--- src/rtl/sdram_pkg.sv ---
// Shared SDRAM controller types: access descriptor, data beat, row and port id.
package sdram_pkg;

  localparam int unsigned BANK_W    = 2;
  localparam int unsigned ROW_W     = 13;
  localparam int unsigned COL_W     = 10;
  localparam int unsigned DATA_W    = 16;
  // Largest upstream port count the shared port id type must address.
  localparam int unsigned MAX_PORTS = 4;
  localparam int unsigned PORT_ID_W = (MAX_PORTS > 1) ? $clog2(MAX_PORTS) : 1;

  typedef logic [ROW_W-1:0]     row_t;
  typedef logic [DATA_W-1:0]    data_t;
  typedef logic [PORT_ID_W-1:0] port_id_t;

  typedef struct packed {
    logic [BANK_W-1:0] bank;
    row_t              row;
    logic [COL_W-1:0]  col;
  } dram_access_t;

  typedef enum logic {
    IDLE  = 1'b0,
    GRANT = 1'b1
  } arb_state_t;

endpackage

--- src/rtl/sdram_rr_pick.sv ---
// Combinational winner select for the SDRAM arbiter.
// Macro SDRAM_ARB_FIXED_PRIO_EN: defined -> lowest requesting index wins;
// undefined -> round-robin starting strictly after last_idx.
module sdram_rr_pick
  import sdram_pkg::*;
#(
  parameter int unsigned N_PORTS = 4
) (
  input  logic [N_PORTS-1:0] req,
  input  port_id_t           last_idx,
  output logic               valid_c,
  output port_id_t           idx_c
);

`ifdef SDRAM_ARB_FIXED_PRIO_EN
  logic unused_last;
  assign unused_last = ^last_idx;

  // Lowest-index requester wins.
  always_comb begin
    valid_c = 1'b0;
    idx_c   = '0;
    for (int i = 0; i < N_PORTS; i++) begin
      if (!valid_c && req[i]) begin
        valid_c = 1'b1;
        idx_c   = PORT_ID_W'(i);
      end
    end
  end
`else
  // Two passes: ports above last_idx first, then wrap to ports at or below it.
  always_comb begin
    valid_c = 1'b0;
    idx_c   = '0;
    for (int i = 0; i < N_PORTS; i++) begin
      if (!valid_c && req[i] && (PORT_ID_W'(i) > last_idx)) begin
        valid_c = 1'b1;
        idx_c   = PORT_ID_W'(i);
      end
    end
    for (int i = 0; i < N_PORTS; i++) begin
      if (!valid_c && req[i] && (PORT_ID_W'(i) <= last_idx)) begin
        valid_c = 1'b1;
        idx_c   = PORT_ID_W'(i);
      end
    end
  end
`endif

endmodule

--- src/rtl/sdram_arbiter.sv ---
// Multiplexes N_PORTS request streams onto one command stream in bursts of
// up to N_BURSTS beats, and fans read returns back out by tag.
// Macro SDRAM_ARB_FIXED_PRIO_EN selects fixed priority instead of round-robin.
module sdram_arbiter
  import sdram_pkg::*;
#(
  parameter int unsigned N_PORTS  = 4,
  parameter int unsigned N_BURSTS = 8
) (
  input  logic                       CLK,
  input  logic                       RESET_IN,
  input  logic         [N_PORTS-1:0] SRC_WRITE_IN,
  input  logic         [N_PORTS-1:0] SRC_RCHG_IN,
  input  logic         [N_PORTS-1:0] SRC_REQ_IN,
  input  dram_access_t [N_PORTS-1:0] SRC_ACS_IN,
  output logic         [N_PORTS-1:0] SRC_ACK_OUT,
  output data_t        [N_PORTS-1:0] SRC_DATA_OUT,
  output logic         [N_PORTS-1:0] SRC_RVALID_OUT,
  output logic                       CMD_WRITE_OUT,
  output logic                       CMD_RCHG_OUT,
  output logic                       CMD_REQ_OUT,
  output dram_access_t               CMD_ACS_OUT,
  output port_id_t                   CMD_TAG_OUT,
  input  logic                       CMD_ACK_IN,
  input  data_t                      CMD_DATA_IN,
  input  logic                       CMD_RVALID_IN,
  input  port_id_t                   CMD_RTAG_IN
);

  localparam int unsigned CNT_W = $clog2(N_BURSTS) + 1;

  arb_state_t         state_q, state_d;
  port_id_t           grant_q, grant_d;
  port_id_t           last_q,  last_d;
  logic [CNT_W-1:0]   count_q, count_d;
  data_t [N_PORTS-1:0] rdata_q, rdata_d;
  logic [N_PORTS-1:0] rvalid_q, rvalid_d;

  logic               pick_valid;
  port_id_t           pick_idx;

  sdram_rr_pick #(
    .N_PORTS (N_PORTS)
  ) u_pick (
    .req      (SRC_REQ_IN),
    .last_idx (last_q),
    .valid_c  (pick_valid),
    .idx_c    (pick_idx)
  );

  // Arbitration state and burst bookkeeping registers.
  always_ff @(posedge CLK or posedge RESET_IN) begin
    if (RESET_IN) begin
      state_q <= IDLE;
      grant_q <= '0;
      last_q  <= PORT_ID_W'(N_PORTS - 1);
      count_q <= '0;
    end else begin
      state_q <= state_d;
      grant_q <= grant_d;
      last_q  <= last_d;
      count_q <= count_d;
    end
  end

  // Grant lock/release and the combinational pass-through of the granted port.
  always_comb begin
    state_d       = state_q;
    grant_d       = grant_q;
    last_d        = last_q;
    count_d       = count_q;
    CMD_REQ_OUT   = 1'b0;
    CMD_WRITE_OUT = 1'b0;
    CMD_RCHG_OUT  = 1'b0;
    CMD_ACS_OUT   = '0;
    CMD_TAG_OUT   = grant_q;
    SRC_ACK_OUT   = '0;
    case (state_q)
      IDLE: begin
        if (pick_valid) begin
          grant_d = pick_idx;
          last_d  = pick_idx;
          count_d = '0;
          state_d = GRANT;
        end
      end
      GRANT: begin
        CMD_REQ_OUT          = SRC_REQ_IN[grant_q];
        CMD_WRITE_OUT        = SRC_WRITE_IN[grant_q];
        CMD_ACS_OUT          = SRC_ACS_IN[grant_q];
        // Open row is unknown after a port switch, so the first beat forces a row change.
        CMD_RCHG_OUT         = (count_q == '0) || SRC_RCHG_IN[grant_q];
        SRC_ACK_OUT[grant_q] = CMD_ACK_IN;
        if (!SRC_REQ_IN[grant_q]) begin
          state_d = IDLE;
        end else if (CMD_ACK_IN) begin
          count_d = count_q + CNT_W'(1);
          if (count_q == CNT_W'(N_BURSTS - 1)) begin
            state_d = IDLE;
          end
        end
      end
      default: state_d = IDLE;
    endcase
  end

  // Read return fan-out, independent of the current grant.
  always_comb begin
    rdata_d  = rdata_q;
    rvalid_d = '0;
    for (int p = 0; p < N_PORTS; p++) begin
      rdata_d[p]  = CMD_DATA_IN;
      rvalid_d[p] = CMD_RVALID_IN && (CMD_RTAG_IN == PORT_ID_W'(p));
    end
  end

  // Read return registers (one cycle latency).
  always_ff @(posedge CLK or posedge RESET_IN) begin
    if (RESET_IN) begin
      rdata_q  <= '0;
      rvalid_q <= '0;
    end else begin
      rdata_q  <= rdata_d;
      rvalid_q <= rvalid_d;
    end
  end

  assign SRC_DATA_OUT   = rdata_q;
  assign SRC_RVALID_OUT = rvalid_q;

endmodule

--- config.mk ---
export PLATFORM = sky130hd
export DESIGN_NAME = sdram_arbiter
export DESIGN_NICKNAME = d
export VERILOG_FILES = /design/src/rtl/sdram_pkg.sv /design/src/rtl/sdram_rr_pick.sv /design/src/rtl/sdram_arbiter.sv
export SDC_FILE = /design/constraint.sdc
export NUM_CORES = 1
export LEC_CHECK = 0
export CAP_MARGIN = 20
export CORE_MARGIN = 5
export CORE_UTILIZATION = 32
export CTS_CLUSTER_SIZE = 30
export DETAILED_ROUTE_END_ITERATION = 12
export PLACE_DENSITY = 0.93
export SETUP_SLACK_MARGIN = 0.3
export SYNTH_ARGS = -nofsm -noshare
export SYNTH_HDL_FRONTEND = slang
export SYNTH_SLANG_ARGS = --single-unit
--- constraint.sdc ---
create_clock -name CLK -period 3.8 [get_ports CLK]
set_clock_uncertainty 0.05 [all_clocks]
set_input_delay 0.38 -clock CLK [delete_from_list [all_inputs] [get_ports CLK]]
set_output_delay 0.38 -clock CLK [all_outputs]
set_load 0.005 [all_outputs]
---- Word-level counts from Yosys, hierarchy flattened ----
Index checks and enable logic that the tools add are counted.
operators by class
  $add $sub $neg .......................... 1
  multipliers ............................. 0
  div/mod/pow operators ................... 0
  $lt $le $gt $ge ......................... 10
  equality and inequality tests ........... 7
  shifts and indexed selects .............. 0
  muxes and demuxes ....................... 39
  bitwise logic cells ..................... 2
  reductions and logical operators ........ 32
operator list
  operator             number
  $bmux 25 s2          1
  $mux 25              2
  $logic_and 1x1->1    20
  $mux 1               20
  $mux 4               4
  $mux 2               6
  $pmux 4 s2           1
  $logic_not 1->1      7
  $bmux 1 s2           3
  $add 4x1->4 const B  1
  $and 4x4->4          1
  $eq 2x2->1 const B   2
  $eq 4x3->1 const B   1
  $gt 1x2->1 const A   2
  $gt 2x2->1 const A   2
  $le 1x2->1 const A   2
  $le 2x2->1 const A   2
  $logic_not 4->1      1
  $ne 2x2->1 const B   2
  $lt 2x3->1 const B   1
  $reduce_and 3->1     1
  $demux 1 s2          1
  $eq 2x1->1 const B   1
  $ge 2x1->1 const B   1
  6 further kinds      6
word-level totals
  bits in registers ....................... 29
  latch bits .............................. 0
  memory bits (writable) .................. 0
  bits in read-only memories .............. 0
  output and inout port bits .............. 102
  word-level logic and storage cells ...... 97
  memories ................................ 0

---- Depth between registers and ports, before layout ----
Gate-level depths: netlist of run 1.
  word-level depth ........................ 33
  mapped depth ............................ 5
  gate-level depth less buffers ........... 4

---- Hierarchy ----
From an unflattened synthesis of run 1, not the netlist that was laid out.
second synthesis, totals
  cell total of the unflattened synthesis .. 204
  area, all modules ....................... 2,303.5 µm²
modules (own cells, without submodules)
  module         instances  cells each  area each (µm²)  sequential area each (µm²)
  sdram_arbiter  1          190         2,217.1          728.2
  sdram_rr_pick  1          14          86.3             0.0

---- Least setup slack after synthesis of run 1 ----
No wires, ideal clock.
  path type ............................... register to output
  start ................................... reg grant_q[0], in the netlist CMD_TAG_OUT[0]
  end ..................................... out CMD_RCHG_OUT
  arrival ................................. 1,540 ps
  slack ................................... 1,830 ps
  cell stages (with the launch flop) ...... 6
  buffers on the path ..................... 2
  cells stage by stage .................... dfrtp_1 clkbuf_1 buf_2 mux4_2 a21oi_1 nor2_1
between the ends
  longest elaborated chain between the ends .. 4
RTL lines
  element                       RTL line             source
  start, declared               sdram_arbiter.sv:33  port_id_t grant_q, grant_d;
  start signal, assigned        sdram_arbiter.sv:60  grant_q <= grant_d;
  $bmux 1 s2                    sdram_arbiter.sv:92  CMD_RCHG_OUT = (count_q == '0) || SRC_RCHG_IN[grant_q];
  $mux 1 (implied by the code)  sdram_arbiter.sv:92
  $logic_or 1x1->1              sdram_arbiter.sv:92
  $mux 1                        sdram_arbiter.sv:78  case (state_q)
  end, declared                 sdram_arbiter.sv:20  output logic CMD_RCHG_OUT,
No other way between the ends. The select of a mux whose other input is x is not followed.

==> results.md, run 1 <==
- The count of antenna-violating nets left after detailed routing is 0.
- The launching element type of the critical path is a flip-flop.
- The first detailed-routing pass ran for 4 iterations.
- The initial utilization of the core area, before any placement, comes to 0.323.
- For met3 alone, demand over resource in global routing was 0.0773.
- The clock latency on the worst-skew pair is 0.27 ns.
- The die boundary height is ~95 microns.
- The launching point of the worst reg2reg path is CMD_TAG_OUT[0].
- In this run the horizontal extent of the chip is 94.9 microns.
- The cell type of the slowest stage on the worst timing path is sky130_fd_sc_hd__dfrtp_2.
- The H-tree generated during clock tree synthesis spans 2 levels.
- The clock transition at the registers of the reported paths is roughly 0.060 ns.
- After detailed routing, the number of vias per cell comes to 4.71.
- The worst-case vdd ir drop is 274 uV.
- The total inserted antenna cells is 0.
- TritonCTS built the clock tree.
- The first global-routing pass estimated approximately 13,000 microns of wire.
- The area enclosed by the die boundary is 9000 sq um.
- Of the cells placed in the final design, the portion with a size suffix greater than 1 is 0.119.
- The weighted congestion at the end of routability-driven global placement is 0.781.
- Once the clock tree was built, the setup fixing pass inserted 0 buffers.
- The transition time of the tightest slew-check pin is 0.783 ns.
- The number of nets at the end of the flow is 523.
- The netlist uses 34 different library cells.
- The kind of critical path is flip-flop to primary output.
- The library cell used as clock root buffer is sky130_fd_sc_hd__clkbuf_8.
- The initial antenna violation count came to 0.
- The area share of the largest cell type after synthesis is 0.293.
- In the global route stage, met1 resource usage came out at 0.186.
- Measured on the finished design, the core utilization comes to 0.629.
- The critical path arrival is 2.56 ns.
- In the finished design, the share of the clock period the worst path needs comes to 0.788.
- The biggest fanout along the worst timing path is 27.
- The buffer levels on the longest clock path is 2.
- In the synthesized netlist, the cells that appear most often are sky130_fd_sc_hd__buf_4 (50), sky130_fd_sc_hd__and2_1 (28), sky130_fd_sc_hd__mux4_2 (28).
- The via total after detailed routing is 2,296.
- The sum of overflow across all layers after global routing is 0.
- The endpoint of the worst register-to-register path is count_q[2].
- The number of global-route vias before repair came to 2,424.
- The final number of max-transition violations is 0.
- The met2 routing resource usage after global routing is 0.363.
- The layer carrying the most global-route usage is met2.
- The worst slew margin relative to its limit is 0.477.
- Subtracting the final worst setup slack from the clock period gives 2.99 ns.
- The cell area after technology mapping is approximately 2300 sq um.
- The share of the Yosys chip area taken by registers is 0.316.
- From synthesis to final layout, the design area changed by 94.5%.
- The number of buffers created by CTS is 5.
- The number of filler cells placed in the layout is about 600.
- Yosys printed 0 warnings.
- The worst register-to-register path has a depth of 3.
- In the synthesized netlist the async set-or-reset flop fraction comes to 1.00.
- The count of port buffers added during placement is 235.
- The path class of the tightest hold or removal check is flip-flop to flip-flop.
- The max-capacitance violation count is 0.
- The total stage count of the critical path is 4.
- The initial detailed-routing violation count is 100.
- The static leakage power is 1.73 nW.
- The total of cells resized after clock tree synthesis is 0.
- Data on the critical path is required at its endpoint by 3.37 ns.
- The peak clock frequency supported by timing is 0.334 GHz.
- In the global route stage, overall resource usage came out at 0.189.
- Of all cell types, the one taking the most synthesized area is sky130_fd_sc_hd__dfrtp_1.
- The post-synthesis average cell area is 11.6 sq um.
- The count of endpoints failing hold in the final timing report was 0.
- The flow ran to the end, and the final reports show no timing, DRC or antenna violations.
- The number of buffers and inverters on the critical path is 2.
- Setup violations remaining at the end of the flow were counted as 0.
- The number of hold buffers added after cts is 0.
- In this run, synthesis produced a sequential element count of 29.
- The overall power is about 0.0021 W.
- The worst hold path cell count is 1.
- In the post-route analysis, the smallest setup slack over all paths is 0.806 ns.
- The kind of cell adding the most delay to the critical path is flip-flops.
- On the worst path, the slowest cell contributes a delay of about 0.84 ns.
- In this run the register-to-register setup slack is around 1.8 ns.
- The worst hold path terminates at last_q[1].
- OpenSTA, run right after detailed placement, puts the worst setup slack at 1.06 ns.
- The most frequently used cell type in the post-synthesis netlist is sky130_fd_sc_hd__buf_4.
- By area the synthesized netlist is led by sky130_fd_sc_hd__dfrtp_1 (29%), sky130_fd_sc_hd__mux4_2 (27%), sky130_fd_sc_hd__buf_4 (16%), sky130_fd_sc_hd__and2_1 (7.6%), sky130_fd_sc_hd__dfstp_2 (2.3%).
- Synthesis handed over a netlist of 199 instances.
- For this design the ratio of total power to cell area is 474 nW/um^2.
- In this run the standard cell core region covers 7140 sq um.
- When the netlist entered floorplanning its net count stood at between 300 and 400.
- After detailed routing, the average wire length per cell comes to 18.7 microns.
- Clock tree synthesis found a total of 29 sinks.
- Yosys mapped a number of flops with a built-in enable equal to 0.
- Setup repair after global routing left no endpoint under its margin.
- In this run the count of I/O pins placed on the die edge is 236.
- The row count is 31.
- The final layout contains routed wiring with a total length of a little over 9000 microns.
- The critical path capture point type is a primary output.
- Walking the worst path, the cells encountered are buf_4 > mux4_2 > and2_1 > clkdlybuf4s50_1.
- The pin count of the biggest net entering global routing is 34.
- The critical hold path startpoint is last_q[1].
- After detailed routing, the number of remaining DRC violations is 0.
- In the synthesized netlist the dominant register cell turns out to be sky130_fd_sc_hd__dfrtp_1.
- The post-DP HPWL is between 7000 and 8000 microns.
- The final setup TNS is 0 ns.
==> state kept, by name, summed over array words and instances, names as in the netlist <==
name            count
SRC_RVALID_OUT      4
state_q             1
CMD_TAG_OUT         2
last_q              2
count_q             4
SRC_DATA_OUT       16
==> area by class of cell <==
cell class | instances | area [sq um] | area share
clock buffer | 6 | 72.6 | 0.0162
clock inverter | 2 | 10.0 | 0.00223
inverter | 5 | 18.8 | 0.00418
multi-input combinational | 106 | 1140 | 0.254
sequential | 29 | 729 | 0.163
tap | 99 | 124 | 0.0276
timing repair buffer | 240 | 2390 | 0.533
==> report_power, final <==
group          internal, W  switching, W  total [W]
clock             0.000127      0.000116   0.000243
sequential        0.000368      0.000124   0.000492
combinational     0.000926      0.000465    0.00139
total              0.00142      0.000705    0.00213
==> cells by family (layout without fill, tap and decap cells) <==
family / count (synthesis) / count (layout) / synth area share
adder cells (fa/ha/maj): 2 / 2 / 0.0109
multiplexers: 28 / 28 / 0.273
AND/OR/NAND/NOR: 58 / 58 / 0.155
AO/OA/AOI/OAI: 18 / 18 / 0.0553
flip-flops: 29 / 29 / 0.316
buffers and inverters: 64 / 253 / 0.189
==> routing by layer <==
| metal | vias to the layer above | wire, microns |
|---|---|---|
| li1 | 1054 | - |
| met1 | 1101 | 2960 |
| met2 | 130 | 5140 |
| met3 | 11 | 945 |
| met4 | 0 | 80 |
| met5 | - | 0 |
==> layout by cell type (no fill, tap or decap), types with 2 or more instances in the layout <==
cell and instances:
sky130_fd_sc_hd__clkdlybuf4s50_1 235, sky130_fd_sc_hd__mux4_2 28, sky130_fd_sc_hd__and2_1 28, sky130_fd_sc_hd__dfrtp_1 26, sky130_fd_sc_hd__nand2_1 6, sky130_fd_sc_hd__nor2_1 5
sky130_fd_sc_hd__clkbuf_8 5, sky130_fd_sc_hd__buf_4 5, sky130_fd_sc_hd__inv_1 4, sky130_fd_sc_hd__and3_1 4, sky130_fd_sc_hd__a31oi_1 4, sky130_fd_sc_hd__nor2b_1 4
sky130_fd_sc_hd__nor3b_1 3, sky130_fd_sc_hd__a21oi_1 3, sky130_fd_sc_hd__nor3_1 2, sky130_fd_sc_hd__o2bb2ai_1 2, sky130_fd_sc_hd__o21ai_1 2, sky130_fd_sc_hd__ha_1 2
sky130_fd_sc_hd__clkinv_2 2, sky130_fd_sc_hd__dfstp_2 2
==> how the worst max path moves through the flow <==
stage	startpoint	to	slack (ns)
after floorplan	CMD_TAG_OUT[0]	CMD_RCHG_OUT	1.83
after global placement	CMD_TAG_OUT[0]	CMD_ACS_OUT[18]	1.10
after detailed placement	CMD_TAG_OUT[0]	CMD_ACS_OUT[15]	1.06
after CTS	CMD_TAG_OUT[0]	CMD_ACS_OUT[15]	0.75
after global routing	CMD_TAG_OUT[0]	CMD_ACS_OUT[15]	0.64
final	CMD_TAG_OUT[0]	CMD_ACS_OUT[15]	0.81
==> metrics by stage <==
| step | hold WS (ns) | instance area, sq um | std cells |
|---|---|---|---|
| after detailed placement | 0.465 | 4400 | 479 |
| after CTS | 0.475 | 4490 | 487 |
| after floorplan | 0.361 | 2310 | 199 |
| after global placement | 0.445 | 4400 | 479 |
| after global routing | 0.473 | 4490 | 487 |
| final | 0.474 | 4490 | 487 |
Power figures use the tool's default switching activity.
==> inputs of run 2 (changes only) <==
CORE_UTILIZATION = 27   (was 32)
PLACE_DENSITY = 0.84   (was 0.93)
clock period = 2.6 ns   (was 3.8 ns; I/O delays follow)
==> results.md, run 2 (same netlist as run 1, synthesis figures left out) <==
- TritonCTS built the clock tree.
- The critical path arrival is 2.01 ns (-0.55 ns).
- Static timing analysis puts the maximum clock frequency at 0.430 GHz.
- The number of buffers created by CTS is 5 (unchanged).
- The count of antenna-violating nets left after detailed routing is 0 (unchanged).
- Setup repair after global routing could not meet its margin everywhere.
- The detailed-route DRC error count is 0 (unchanged).
- The average via count per standard cell is 4.59 (-2.7%).
- The fraction of layout instances using a drive strength above 1 was 0.173 (+0.0542).
- The transition time of the tightest slew-check pin was 0.343 ns (-0.441 ns).
- The row count is 33 (+6.5%).
- The count of H-tree levels built during CTS is 2 (unchanged).
- The ratio of total power to cell area is 717 nW/um^2 (+51%).
- The horizontal die dimension came to 102 microns (+7.9%).
- The clock transition at the registers of the reported paths is 0.06 ns (about the same).
- The number of placed instances with taps included is 486 (+1.5%).
- The biggest fanout along the worst timing path is 6 (-78%).
- The standard cell area after detailed placement is 4430 sq um (+0.63%).
- The worst-case vdd ir drop is 463 uV (+69%).
- The library cells used most frequently in the layout, excluding fill and tap cells, are sky130_fd_sc_hd__clkdlybuf4s50_1 (210), sky130_fd_sc_hd__mux4_2 (28), sky130_fd_sc_hd__and2_1 (28), sky130_fd_sc_hd__dfrtp_1 (25), sky130_fd_sc_hd__buf_4 (21).
- The register area is 731 sq um (+0.17%).
- The relative area change from synthesis to final layout is 108%.
- The weighted congestion at the end of routability-driven global placement is 0.817 (+4.6%).
- The sum of overflow across all layers after global routing is 0 (unchanged).
- The final number of max-transition violations is 0 (unchanged).
- Leaving out fill and tap cells, the most frequent cell in the layout is sky130_fd_sc_hd__clkdlybuf4s50_1.
- The worst setup path is captured at a primary output.
- The final wirelength came to 9250 microns (+1.3%).
- The global-route wire length before repair is 12,900 microns (+0.27%).
- The count of final setup violators is 0 (unchanged).
- The launching element type of the critical path is a flip-flop.
- The initial antenna violation count is 0 (unchanged).
- The post-layout worst setup margin is 0.276 ns (-0.530 ns).
- The area of combinational cells with multiple inputs came to 1140 sq um (unchanged).
- The overall power is 0.00343 W (+61%).
- The initial detailed-routing violation count is 79 (-21%).
- The number of clock sinks is 29 (unchanged).
- The kind of critical path is flip-flop to primary output.
- The worst slew margin relative to its limit is 0.771 (+0.294).
- The post-DP HPWL is 7620 microns (-3.7%).
- The area enclosed by the die boundary is 10,500 sq um (+16%).
- The total inserted antenna cells is 0 (unchanged).
- The core region area is 8260 sq um (+16%).
- The total track usage is 0.160 (-0.0288).
- The run finished with clean final reports.
- The via total after detailed routing is 2,368 (+3.1%).
- The die boundary height was 102 microns (+7.9%).
- The count of port buffers added during placement was 235 (unchanged).
- The flip-flop count of the largest register after layout is 16 (unchanged).
- The shortest period the worst path allows is around 2.3 ns.
- The max-capacitance violation count was 0 (unchanged).
- The per-cell routed wire length is 17.9 microns (-4.3%).
- The tree is rooted in a sky130_fd_sc_hd__clkbuf_8.
- The final cell count without fillers was 516 (+6.0%).
- The required time reported for the critical path endpoint was 2.29 ns (-1.08 ns).
- The final setup TNS came to 0 ns (unchanged).
- The initial core utilization is 0.279 (-0.0439).
- The clock latency on the worst-skew pair is 0.27 ns (about the same).
- The number of global-route vias before repair is 2,400 (-0.99%).
- The number of nets at the end of the flow came to 546 (+4.4%).
- In this run the worst hold path is classified as input pin to asynchronous set/reset pin.
- The minimum setup slack after placement is 0.264 ns (-0.798 ns).
- The static leakage power is 2.11 nW (+22%).
- The number of iterations in the first detailed-routing pass came to 4 (unchanged).
- Dividing the final minimum period by the clock period gives 0.894.
- The pin count of the biggest net entering global routing came to 28 (-18%).
- The buffer levels on the longest clock path was 2 (unchanged).
- The boundary pin count is 236 (unchanged).
- The final non-filler cell area is 4790 sq um (+6.7%).
- The number of filler cells placed in the layout is 704 (+17%).
- The count of endpoints failing hold in the final timing report was 0 (unchanged).
==> run 2: cell count changes in the layout (fill, tap and decap cells not counted), sizes merged <==
cell | previous run | this run
clkinvlp | 0 | 1
buf | 5 | 27
dlymetal6s2s | 0 | 17
clkdlybuf4s50 | 235 | 210
dlygate4sd2 | 0 | 8
==> run 2: final cells by class <==
| cell class | count | share of cell area |
|---|---|---|
| inverters | 5 | 0.00392 |
| repair buffers | 263 | 0.560 |
| well taps | 105 | 0.0274 |
| clock inverters | 3 | 0.00366 |
| multi-input cells | 106 | 0.238 |
| flip-flops and latches | 29 | 0.153 |
| clock buffers | 5 | 0.0144 |
==> run 2: worst paths after layout <==
check,from,end,slack [ns],depth (start not counted)
min in group CLK,CMD_DATA_IN[15],SRC_DATA_OUT[63],0.37,1
worst max-delay path,CMD_TAG_OUT[0],CMD_ACS_OUT[7],0.28,5
worst min register to register,last_q[1],last_q[1],0.47,1
worst max register to register,CMD_TAG_OUT[0],count_q[1],0.70,7
max in group asynchronous,RESET_IN,last_q[1],1.64,3
worst min-delay path,RESET_IN,SRC_DATA_OUT[52],0.20,2
==> run 2: repair_timing <==
action | CTS | global route
endpoints found under the setup margin | 28 | 21
resized for setup | 14 | 21
cloned | 0 | 1
hold buffers | 0 | 0
setup buffers | 9 | 12
==> run 2: where the power goes <==
group	internal, W	switching, W	total (W)
Clock	0.000184	0.000170	0.000354
Sequential	0.000541	0.0000938	0.000635
Combinational	0.00159	0.000848	0.00244
Total	0.00232	0.00111	0.00343
==> run 2: metrics by stage <==
stage / hold slack (ns) / util
6_report: 0.201 / 0.580
5_1_grt: 0.241 / 0.580
4_1_cts: 0.210 / 0.557
3_5_place_dp: 0.457 / 0.537
3_3_place_gp: 0.444 / 0.537
2_1_floorplan: 0.241 / -
==> run 2: critical path: stages, from the launching register on <==
cell,delay (ns)
sky130_fd_sc_hd__dfrtp_2,0.39
sky130_fd_sc_hd__buf_6,0.13
sky130_fd_sc_hd__buf_12,0.12
sky130_fd_sc_hd__mux4_2,0.49
sky130_fd_sc_hd__and2_1,0.17
sky130_fd_sc_hd__clkdlybuf4s50_1,0.44
==> run 2: layer usage <==
layer | vias to the layer above | GRT usage | routed length, microns
li1 | 1095 | - | -
met1 | 1166 | 0.188 | 3270
met2 | 103 | 0.298 | 5260
met3 | 4 | 0.0362 | 687
met4 | 0 | 0.0293 | 33
met5 | - | 0 | 0
